**src/rtl/keypad_pkg.sv**
```systemverilog
// keypad_pkg: shared types and constants for the 5x5 keypad encoder.
//   state_t     - encoder FSM states
//   key_class_t - what kind of key a frame resolved to
//   key_t       - class plus code (hex 0..15, operator 0..3, equals 0)
//   map_key()   - row/column position to key_t; unmapped positions give KEY_NONE
package keypad_pkg;

    localparam int NUM_ROWS = 5;
    localparam int NUM_COLS = 5;

    typedef enum logic [2:0] {
        IDLE,
        PRESS,
        EMIT,
        HOLD,
        RELEASE
    } state_t;

    typedef enum logic [1:0] {
        KEY_NONE,
        KEY_HEX,
        KEY_OP,
        KEY_EQ
    } key_class_t;

    typedef struct packed {
        key_class_t cls;
        logic [3:0] code;
    } key_t;

    localparam key_t NO_KEY = '{cls: KEY_NONE, code: 4'd0};

    function automatic key_t map_key(input logic [2:0] r, input logic [2:0] c);
        key_t k;
        k = NO_KEY;
        if (r < 3'd4 && c < 3'd4) begin
            k.cls  = KEY_HEX;
            k.code = {r[1:0], c[1:0]};
        end else if (r < 3'd4) begin
            k.cls  = KEY_OP;
            k.code = {2'b00, r[1:0]};
        end else if (c == 3'd0) begin
            k.cls  = KEY_EQ;
        end
        return k;
    endfunction

endpackage

```
**src/rtl/keypad_scan.sv**
```systemverilog
// keypad_scan: column scanner and per-frame key resolver.
//   clock     - system clock
//   reset     - synchronous active-low reset
//   rows      - raw active-low row lines (asynchronous)
//   cols      - one-hot active-low column drive
//   frame_vld - high on the last cycle of each frame (last dwell cycle of column 4)
//   frame_key - valid with frame_vld: the single mapped key seen this frame,
//               or NO_KEY when none or more than one mapped key was seen
module keypad_scan
    import keypad_pkg::*;
#(
    parameter int SCAN_DIV = 1000
) (
    input  logic                clock,
    input  logic                reset,
    input  logic [NUM_ROWS-1:0] rows,
    output logic [NUM_COLS-1:0] cols,
    output logic                frame_vld,
    output key_t                frame_key
);

    localparam logic [15:0] DIV_LAST = 16'(SCAN_DIV - 1);
    localparam logic [2:0]  COL_LAST = 3'(NUM_COLS - 1);

    logic [NUM_ROWS-1:0] rows_meta, rows_sync;
    logic [15:0]         div_cnt;
    logic [2:0]          col;
    logic [1:0]          acc_cnt;   // mapped keys so far this frame, saturates at 2
    key_t                acc_key;
    logic                sample_en;
    logic                last_col;
    logic [2:0]          col_hits;
    key_t                col_key;
    logic [3:0]          hit_sum;
    logic [1:0]          tot_cnt;
    key_t                tot_key;

    always_ff @(posedge clock) begin
        if (!reset) begin
            rows_meta <= '0;
            rows_sync <= '0;
        end else begin
            rows_meta <= rows;
            rows_sync <= rows_meta;
        end
    end

    always_ff @(posedge clock) begin
        if (!reset) begin
            div_cnt <= '0;
            col     <= '0;
        end else if (div_cnt == DIV_LAST) begin
            div_cnt <= '0;
            col     <= (col == COL_LAST) ? 3'd0 : col + 3'd1;
        end else begin
            div_cnt <= div_cnt + 16'd1;
        end
    end

    assign cols      = ~(5'b00001 << col);
    // Sampling at the end of the dwell leaves SCAN_DIV-2 cycles for the rows
    // to settle through the synchronizer after the column changes.
    assign sample_en = (div_cnt == DIV_LAST);
    assign last_col  = (col == COL_LAST);

    always_comb begin
        col_hits = '0;
        col_key  = NO_KEY;
        for (int r = 0; r < NUM_ROWS; r++) begin
            // Bottom row is only mapped in column 0 (equals).
            if (!rows_sync[r] && (r < NUM_ROWS - 1 || col == 3'd0)) begin
                col_hits = col_hits + 3'd1;
                col_key  = map_key(3'(r), col);
            end
        end
        hit_sum = {2'b00, acc_cnt} + {1'b0, col_hits};
        tot_cnt = (hit_sum >= 4'd2) ? 2'd2 : hit_sum[1:0];
        tot_key = (acc_cnt == 2'd0) ? col_key : acc_key;
    end

    assign frame_vld = sample_en && last_col;
    assign frame_key = (tot_cnt == 2'd1) ? tot_key : NO_KEY;

    always_ff @(posedge clock) begin
        if (!reset) begin
            acc_cnt <= '0;
            acc_key <= NO_KEY;
        end else if (sample_en) begin
            if (last_col) begin
                acc_cnt <= '0;
                acc_key <= NO_KEY;
            end else begin
                acc_cnt <= tot_cnt;
                acc_key <= tot_key;
            end
        end
    end

endmodule

```
**src/rtl/keypad_encoder.sv**
```systemverilog
// keypad_encoder: 5x5 keypad scanner with debounce and key-class decoding.
//   clock   - system clock
//   reset   - synchronous active-low reset
//   rows    - raw active-low row lines
//   cols    - one-hot active-low column drive
//   newhex  - one-cycle pulse, hex key accepted (hexcode valid with it)
//   hexcode - last accepted hex key
//   newop   - one-cycle pulse, operator key accepted (opcode valid with it)
//   opcode  - last accepted operator key
//   eq      - one-cycle pulse, equals key accepted
// Optional feature macro KEYPAD_REPEAT_EN: a held hex key re-emits newhex
// every REPEAT_FRAMES frames.
module keypad_encoder
    import keypad_pkg::*;
#(
    parameter int SCAN_DIV      = 1000,
    parameter int DEBOUNCE      = 4,
    parameter int REPEAT_FRAMES = 64
) (
    input  logic                clock,
    input  logic                reset,
    input  logic [NUM_ROWS-1:0] rows,
    output logic [NUM_COLS-1:0] cols,
    output logic                newhex,
    output logic [3:0]          hexcode,
    output logic                newop,
    output logic [1:0]          opcode,
    output logic                eq
);

    localparam logic [3:0] DEB = 4'(DEBOUNCE);

    if (SCAN_DIV < 4 || DEBOUNCE < 1 || DEBOUNCE > 15 || REPEAT_FRAMES < 1) begin : g_param_check
        $error("keypad_encoder: parameter out of range");
    end

    logic   frame_vld;
    key_t   frame_key;
    state_t state, state_d;
    logic [3:0] cnt, cnt_d;
    key_t   cand, cand_d;

`ifdef KEYPAD_REPEAT_EN
    localparam logic [15:0] RPT_LAST = 16'(REPEAT_FRAMES);
    logic [15:0] rpt_cnt, rpt_d;
`endif

    keypad_scan #(.SCAN_DIV(SCAN_DIV)) u_scan (
        .clock     (clock),
        .reset     (reset),
        .rows      (rows),
        .cols      (cols),
        .frame_vld (frame_vld),
        .frame_key (frame_key)
    );

    always_ff @(posedge clock) begin
        if (!reset) begin
            state <= IDLE;
            cnt   <= '0;
            cand  <= NO_KEY;
`ifdef KEYPAD_REPEAT_EN
            rpt_cnt <= '0;
`endif
        end else begin
            state <= state_d;
            cnt   <= cnt_d;
            cand  <= cand_d;
`ifdef KEYPAD_REPEAT_EN
            rpt_cnt <= rpt_d;
`endif
        end
    end

    always_comb begin
        state_d = state;
        cnt_d   = cnt;
        cand_d  = cand;
`ifdef KEYPAD_REPEAT_EN
        rpt_d   = '0;
`endif
        unique case (state)
            IDLE: begin
                if (frame_vld && frame_key.cls != KEY_NONE) begin
                    cand_d  = frame_key;
                    cnt_d   = 4'd1;
                    state_d = (DEB == 4'd1) ? EMIT : PRESS;
                end
            end
            PRESS: begin
                if (frame_vld) begin
                    if (frame_key == cand) begin
                        cnt_d = cnt + 4'd1;
                        if (cnt_d == DEB) state_d = EMIT;
                    end else begin
                        // A different key does not become the new candidate;
                        // it has to start over from IDLE on a later frame.
                        cnt_d   = '0;
                        state_d = IDLE;
                    end
                end
            end
            EMIT: begin
                cnt_d   = '0;
                state_d = HOLD;
            end
            HOLD: begin
`ifdef KEYPAD_REPEAT_EN
                rpt_d = rpt_cnt;
`endif
                if (frame_vld) begin
                    if (frame_key.cls == KEY_NONE) begin
                        cnt_d   = 4'd1;
                        state_d = (DEB == 4'd1) ? IDLE : RELEASE;
`ifdef KEYPAD_REPEAT_EN
                        rpt_d   = '0;
                    end else if (frame_key == cand && cand.cls == KEY_HEX) begin
                        if (rpt_cnt + 16'd1 == RPT_LAST) begin
                            rpt_d   = '0;
                            state_d = EMIT;
                        end else begin
                            rpt_d = rpt_cnt + 16'd1;
                        end
                    end else begin
                        rpt_d = '0;
`endif
                    end
                end
            end
            RELEASE: begin
                if (frame_vld) begin
                    if (frame_key.cls == KEY_NONE) begin
                        cnt_d = cnt + 4'd1;
                        if (cnt_d == DEB) state_d = IDLE;
                    end else begin
                        cnt_d   = '0;
                        state_d = HOLD;
                    end
                end
            end
            default: state_d = IDLE;
        endcase
    end

    // Pulses and codes are registered on the edge that enters EMIT, so they
    // are visible during the EMIT cycle itself.
    always_ff @(posedge clock) begin
        if (!reset) begin
            newhex  <= 1'b0;
            newop   <= 1'b0;
            eq      <= 1'b0;
            hexcode <= '0;
            opcode  <= '0;
        end else begin
            newhex <= 1'b0;
            newop  <= 1'b0;
            eq     <= 1'b0;
            if (state_d == EMIT) begin
                case (cand_d.cls)
                    KEY_HEX: begin
                        newhex  <= 1'b1;
                        hexcode <= cand_d.code;
                    end
                    KEY_OP: begin
                        newop  <= 1'b1;
                        opcode <= cand_d.code[1:0];
                    end
                    KEY_EQ:  eq <= 1'b1;
                    default: ;
                endcase
            end
        end
    end

endmodule

```
**config.mk**
```make
export PLATFORM = sky130hd
export DESIGN_NAME = keypad_encoder
export DESIGN_NICKNAME = d
export VERILOG_FILES = /design/src/rtl/keypad_pkg.sv /design/src/rtl/keypad_scan.sv /design/src/rtl/keypad_encoder.sv
export SDC_FILE = /design/constraint.sdc
export NUM_CORES = 1
export LEC_CHECK = 0
export CORE_MARGIN = 2
export CORE_UTILIZATION = 59
export DETAILED_ROUTE_END_ITERATION = 10
export PLACE_DENSITY = 0.8
export SLEW_MARGIN = 5
export SYNTH_ARGS = -nofsm -noshare
export SYNTH_HDL_FRONTEND = slang
export SYNTH_SLANG_ARGS = --single-unit
```
**constraint.sdc**
```tcl
create_clock -name clock -period 5.3 [get_ports clock]
set_clock_uncertainty 0.1 [all_clocks]
set_input_delay 1.06 -clock clock [delete_from_list [all_inputs] [get_ports clock]]
set_output_delay 1.06 -clock clock [all_outputs]
set_load 0.05 [all_outputs]
```
==> flow_metrics.py, run 1 <==
metrics = {
    "drt": {
        "drt_iter0_drc": 84,
        "drtAntennaViolNets": 0,
        "dr.pass1.iters": 4,
        "routed_wl_mm": 6.17,
        "post_drt_wl_per_cell_um": 13.4,
        "vias_per_cell": 5.53,
        "drc": 0,
        "vias": 2554,
    },
    "final_layout": {
        "final_common_cell": "dfxtp_1",
        "layout-drive-gt1-share_pct": 8.16,
        "antenna_cells": 0,
        "utilization_pct": 69.4,
        "fin_nets": 409,
        "fill_cells": 434,
        "final_cell_mix": "dfxtp_1 (59), nand2_1 (44), nor2_1 (40)",
        "syn_to_final_growth_pct": 14.0,
        "layoutNonFillerInstCount": 462,
    },
    "clock_tree": {
        "numCtsBuffers": 9,
        "cts_hold_repair.buffers": 0,
        "clkLatencyLatePin_ps": 340,
        "cts_root_buffer": "clkbuf_8",
        "cts.clk_slew.worst_paths_ps": 70,
        "postCtsSetupBuffers": 0,
        "cts_max_level": 3,
        "clock_path_buffers": 2,
        "post_cts_resized": 0,
        "cts_tree": "yes",
        "cts_sinks": 59,
    },
    "timing": {
        "period_share_pct": 82.9,
        "rsz0062_at_grt": "no",
        "tns_ps": 0,
        "maxSlewViolCount": 0,
        "finalHoldViolations": 0,
        "setup_ws_ps": 908,
        "max_freq_ghz": 0.228,
        "fin_crit_ps": 4390,
        "relSlewSlack_pct": 61.3,
        "tightest_slew_ps": 575,
        "setup_viol": 0,
    },
    "placed_design": {
        "dp.cells": 446,
        "dp_hpwl_mm": 4.50,
        "numPortBuffers": 20,
        "place_ws_ps": 939,
        "gp_congestion": 0.926,
    },
    "die": {
        "rows": 26,
        "core_area_um2": 5110,
        "die_y_um": 76.6,
        "dieArea_um2": 5870,
        "die_x_um": 76.6,
        "ioPinCount": 21,
        "start_util_pct": 60.9,
    },
    "critical_path": {
        "cp_data_required_time_ps": 5470,
        "cp-start-kind": "register",
        "r2r_cells": 17,
        "cp_common_cell": "ha_1",
        "rr_startpoint": "u_scan.rows_sync[0]",
        "cp_top_family": "adder cells",
        "crit_path_cell_trace": "inv_1 > ha_1 > xnor2_1 > ha_1 > nor2_1 > a21oi_1 > ha_1 > mux2_2 > fa_1 > nand2b_1 > nor3_1 > and2_1 > a21boi_0 > o21bai_1 > and4bb_4 > and2b_4 > mux2i_1",
        "worstSetupPathType": "reg -> reg",
        "arrival_ps": 4560,
        "crit_buf_inv": 1,
        "cp_max_fo": 5,
        "cp_slowest_cell": "fa_1",
        "r2r_end": "opcode[0]",
        "cpPeakStageDelay_ps": 490,
        "end_kind": "register",
        "rrSetupSlack_ps": 910,
    },
    "yosys": {
        "yosysWarningCount": 0,
        "netlist_area_um2": 3110,
        "synth_area_per_cell_um2": 8.48,
        "ys_seq_area_share_pct": 38.0,
        "synth_ff_type": "dfxtp_1",
        "ys_async_sr_fraction_pct": 0,
        "synth_top_cell_by_area": "dfxtp_1",
        "synthCells": 367,
        "synth_fp_nets": 389,
        "ys_ff_latch": 59,
        "ys_top_cells_by_area": "dfxtp_1 (38%), ha_1 (5.6%), nand2_1 (5.3%)",
        "ys_types": 59,
        "synth_top_area_share_pct": 38.0,
        "synth_edf_count": 0,
    },
    "outcome": {
        "status": "completed",
    },
    "power": {
        "peakVddDrop_v": 0.000212,
        "powerDensity_nw_per_um2": 264,
        "p_leak_uw": 0.00142,
    },
    "hold_path": {
        "worstHoldPathCells": 1,
        "hold_start": "u_scan.rows_meta[2]",
        "hold_end": "u_scan.rows_sync[2]",
        "hold_class": "reg -> reg",
    },
    "global_route": {
        "grt_max_degree": 22,
        "antenna_found_initial": 0,
        "grt_pass1_wl_mm": 11.0,
        "grtUsageTotal_pct": 23.3,
        "grt-ovfl-total": 0,
        "grt_pass1_vias": 2495,
    },
    "job": {
        "maxCapViolations": 0,
    },
}
-- cells by family after synthesis --
group / after synthesis / synth area share [%]
DFF: 59 / 38.0
adders and majority gates: 15 / 6.28
AOI/OAI and AO/OA: 61 / 12.8
and+or+nand+nor: 172 / 28.7
xor gates and xnor gates: 23 / 6.92
muxes: 12 / 4.10
buffers and inverters: 25 / 3.26
-- sequential cells by signal, indices dropped and copies added, names as in the netlist, 2 cells and up --
register          cells
state                 3
u_scan.acc_key        6
u_scan.rows_sync      5
u_scan.acc_cnt        2
u_scan.col            3
cand                  6
cnt                   4
u_scan.div_cnt       16
hexcode               4
u_scan.rows_meta      5
opcode                2
-- how the worst max path moves through the flow --
| stage | startpoint | end | depth (start not counted) |
|---|---|---|---|
| after floorplan | u_scan.rows_sync[0] | opcode[0] | 17 |
| after global placement | u_scan.rows_sync[0] | opcode[1] | 17 |
| after detailed placement | u_scan.rows_sync[0] | opcode[0] | 17 |
| after CTS | u_scan.rows_sync[0] | opcode[1] | 17 |
| after global routing | u_scan.rows_sync[1] | opcode[1] | 17 |
| final | u_scan.rows_sync[0] | opcode[0] | 17 |
-- area by class of cell --
cell class	count	area, um^2	share of cell area (%)
inverters	13	48.8	1.38
multi-input cells	283	1830	51.6
well taps	70	87.6	2.47
clock buffers	9	124	3.49
repair buffers	21	208	5.86
flip-flops and latches	59	1180	33.3
clock inverters	7	68.8	1.94
-- cells in the mapped netlist (2+ instances only) --
| master | n |
|---|---|
| a2111oi_0 | 2 |
| a211oi_1 | 2 |
| a21oi_1 | 15 |
| a31oi_1 | 2 |
| a32oi_1 | 2 |
| and2_1 | 17 |
| and3_1 | 9 |
| clkbuf_1 | 11 |
| dfxtp_1 | 59 |
| ha_1 | 14 |
| inv_1 | 13 |
| mux2_2 | 2 |
| mux2i_1 | 9 |
| nand2_1 | 44 |
| nand2b_1 | 6 |
| nand3_1 | 8 |
| nand4_1 | 7 |
| nor2_1 | 40 |
| nor2b_1 | 8 |
| nor3_1 | 10 |
| nor3b_1 | 3 |
| nor4_1 | 4 |
| o21ai_0 | 14 |
| o21ai_1 | 4 |
| o21bai_1 | 2 |
| o22ai_1 | 4 |
| or2_2 | 4 |
| xnor2_1 | 10 |
| xor2_1 | 12 |
-- per-layer routing --
metal / track usage (%) / wire length, um
met5: 0 / 0
met1: 30.1 / 2930
met2: 36.7 / 2800
met3: 6.28 / 345
met4: 9.64 / 96
-- stage by stage --
stage / total power (uW) / area [um^2] / hold WS [ps]
detailed placement: 549 / 3350 / 319
global placement: 546 / 3350 / 317
finish: 935 / 3550 / 333
global route: 970 / 3550 / 355
CTS: 942 / 3550 / 335
floorplan: 529 / 3110 / 312
-- power by group --
part	total (uW)	internal [uW]	switching, uW
Clock	395	215	180
Sequential	453	449	4.04
Combinational	87.2	38.2	49.1
Power figures use the tool's default switching activity.
==> inputs of run 2 (changes only) <==
==> constraint.sdc (replaced) <==
create_clock -name clock -period 4.45 [get_ports clock]
set_clock_uncertainty 0.1 [all_clocks]
set_input_delay 0.89 -clock clock [delete_from_list [all_inputs] [get_ports clock]]
set_output_delay 0.89 -clock clock [all_outputs]
set_load 0.05 [all_outputs]
==> run 2 against run 1 <==
  * Global-route usage is 1.2 points higher
  * Flip-flop and latch count unchanged
  * Register-to-register slack got worse by 670 ps
  * Combinational power increased by 30%
  * Critical path type unchanged
  * Die area is the same
  * Critical endpoint unchanged
  * Sequential share of layout area decreased by 0.16 points
  * Hold slack improved by 0.67 ps
  * Worst setup slack got worse by 670 ps
  * Highest routed layer unchanged
  * Final area rose by 0.92%
==> flow_metrics.py, run 2 (synthesis results as in run 1) <==
metrics = {
    "drt": {
        "routed_wl_mm": 6.56,
        "vias": 2573,
        "dr.pass1.iters": 4,
        "drc": 0,
        "drtAntennaViolNets": 0,
        "post_drt_wl_per_cell_um": 14.2,
        "wl_met2_mm": 3.02,
        "drt_iter0_drc": 143,
        "wl_met3_um": 310,
        "vias_per_cell": 5.57,
        "wl_met1_mm": 3.05,
        "top_layer": "met4",
    },
    "timing": {
        "rsz0062_at_grt": "no",
        "fin_crit_ps": 4210,
        "finalHoldViolations": 0,
        "max_freq_ghz": 0.237,
        "relSlewSlack_pct": 60.2,
        "setup_viol": 0,
        "tns_ps": 0,
        "tightest_slew_ps": 583,
        "maxSlewViolCount": 0,
        "period_share_pct": 94.6,
    },
    "critical_path": {
        "rr_startpoint": "u_scan.rows_sync[0]",
        "r2r_end": "opcode[0]",
        "cp_max_fo": 4,
        "arrival_ps": 4380,
        "cp_common_cell": "ha_1",
        "cpPeakStageDelay_ps": 400,
        "crit_path_cell_trace": "inv_1 > ha_4 > xnor2_2 > ha_1 > nor2_1 > a21oi_2 > ha_1 > mux2_2 > ha_1 > a21oi_1 > nand2_1 > mux2_4 > or3_4 > a211o_1 > and4bb_4 > and2b_4 > mux2i_1",
        "r2r_cells": 17,
        "cp_top_family": "simple AND/OR/NAND/NOR gates",
        "rrSetupSlack_ps": 240,
        "worstSetupPathType": "reg -> reg",
        "cp_slowest_cell": "or3_4",
        "crit_buf_inv": 1,
        "end_kind": "register",
        "cp_data_required_time_ps": 4620,
        "cp-start-kind": "register",
    },
    "final_layout": {
        "design_area_um2": 3580,
        "layoutNonFillerInstCount": 462,
        "antenna_cells": 0,
        "largest_registers": "u_scan.div_cnt: 16 flops, cand: 6 flops, u_scan.acc_key: 6 flops",
        "final_cell_mix": "dfxtp_1 (57), nand2_1 (43), nor2_1 (40)",
        "syn_to_final_growth_pct": 15.0,
        "largest_register_ffs": 16,
        "layout-drive-gt1-share_pct": 10.5,
        "regMostFlops": "u_scan.div_cnt",
        "utilization_pct": 70.1,
        "final_common_cell": "dfxtp_1",
        "fin_nets": 409,
        "fill_cells": 414,
    },
    "die": {
        "start_util_pct": 60.9,
        "rows": 26,
        "core_area_um2": 5110,
        "die_y_um": 76.6,
        "ioPinCount": 21,
        "die_x_um": 76.6,
        "dieArea_um2": 5870,
    },
    "clock_tree": {
        "clkLatencyLatePin_ps": 340,
        "cts.clk_slew.worst_paths_ps": 60,
        "postCtsSetupBuffers": 0,
        "cts_sinks": 59,
        "cts_max_level": 3,
        "cts_root_buffer": "clkbuf_8",
        "numCtsBuffers": 9,
        "clock_path_buffers": 2,
        "cts_tree": "yes",
    },
    "placed_design": {
        "gp_congestion": 0.938,
        "dp_hpwl_mm": 4.62,
        "dp.cells": 446,
        "numPortBuffers": 20,
        "dpl_cell_area_um2": 3350,
    },
    "power": {
        "power_frac_clock_pct": 39.2,
        "peakVddDrop_v": 0.000333,
        "swShare_pct": 25.4,
        "p_leak_uw": 0.00142,
        "p_switching_uw": 272,
        "powerDensity_nw_per_um2": 300,
        "p_seq_share_pct": 50.3,
        "p_int_uw": 801,
        "totalPowerFinal_uw": 1070,
        "p_comb_share_pct": 10.5,
    },
    "global_route": {
        "grt_max_degree": 23,
        "grt_pass1_wl_mm": 11.5,
        "grtUsageTotal_pct": 24.5,
        "grt_pass1_vias": 2511,
        "grt-ovfl-total": 0,
        "antenna_found_initial": 0,
    },
    "hold_path": {
        "hold_start": "u_scan.rows_meta[3]",
        "hold_end": "u_scan.rows_sync[3]",
        "hold_class": "reg -> reg",
        "worstHoldPathCells": 1,
    },
    "outcome": {
        "status": "completed",
    },
    "job": {
        "maxCapViolations": 0,
    },
}
## run 2: timing repair
action | CTS | global route
resized for setup | 0 | 12
hold buffers | 0 | 0
setup endpoints to repair | 0 | 17
## run 2: worst max path at each step
| stage | start | end | slack (ps) | depth (start not counted) |
|---|---|---|---|---|
| 2_1_floorplan | u_scan.rows_sync[0] | opcode[0] | 390 | 17 |
| 3_3_place_gp | u_scan.rows_sync[0] | opcode[1] | 280 | 17 |
| 3_5_place_dp | u_scan.rows_sync[0] | opcode[1] | 110 | 18 |
| 4_1_cts | u_scan.rows_sync[0] | hexcode[0] | 10 | 18 |
| 5_1_grt | u_scan.rows_sync[0] | opcode[1] | 40 | 17 |
| 6_report | u_scan.rows_sync[0] | opcode[0] | 240 | 17 |
## run 2: routing by layer
| layer | GRT usage, % | vias to the layer above |
|---|---|---|
| met5 | 0 | - |
| met4 | 11.5 | 0 |
| met3 | 5.21 | 17 |
| met2 | 39.6 | 66 |
| met1 | 31.2 | 1175 |
| li1 | - | 1315 |
## run 2: final cells by class
cell class                      count  area [um^2]  area share, %
Timing Repair Buffer               21          208           5.80
Sequential cell                    59         1190           33.1
Tap cell                           70         87.6           2.45
Clock inverter                      4         26.3          0.734
Clock buffer                       12          145           4.06
Inverter                           13         48.8           1.36
Multi-Input combinational cell    283         1880           52.4
## run 2: worst reg2reg max path, stage by stage, from the launching register on
cell      delay [ps]
dfxtp_2          350
inv_1             80
ha_4             250
xnor2_2          140
ha_1             300
nor2_1           130
a21oi_2           60
ha_1             290
mux2_2           300
ha_1             270
a21oi_1          120
nand2_1          100
mux2_4           290
or3_4            400
a211o_1          290
and4bb_4         330
and2b_4          170
mux2i_1          170
## run 2: power by group through the flow
stage,registers [uW],logic (uW),clock network [uW]
final,540,113,421
after CTS,540,103,428
after global routing,540,126,458
after detailed placement,551,102,0
after floorplan,550,81.0,0
after global placement,551,99.0,0
## run 2: metrics by stage
step                worst slack, ps  hold slack [ps]
global route                   40.5              352
finish                          238              334
CTS                            10.1              337
detailed placement              115              320
floorplan                       388              312
global placement                275              319
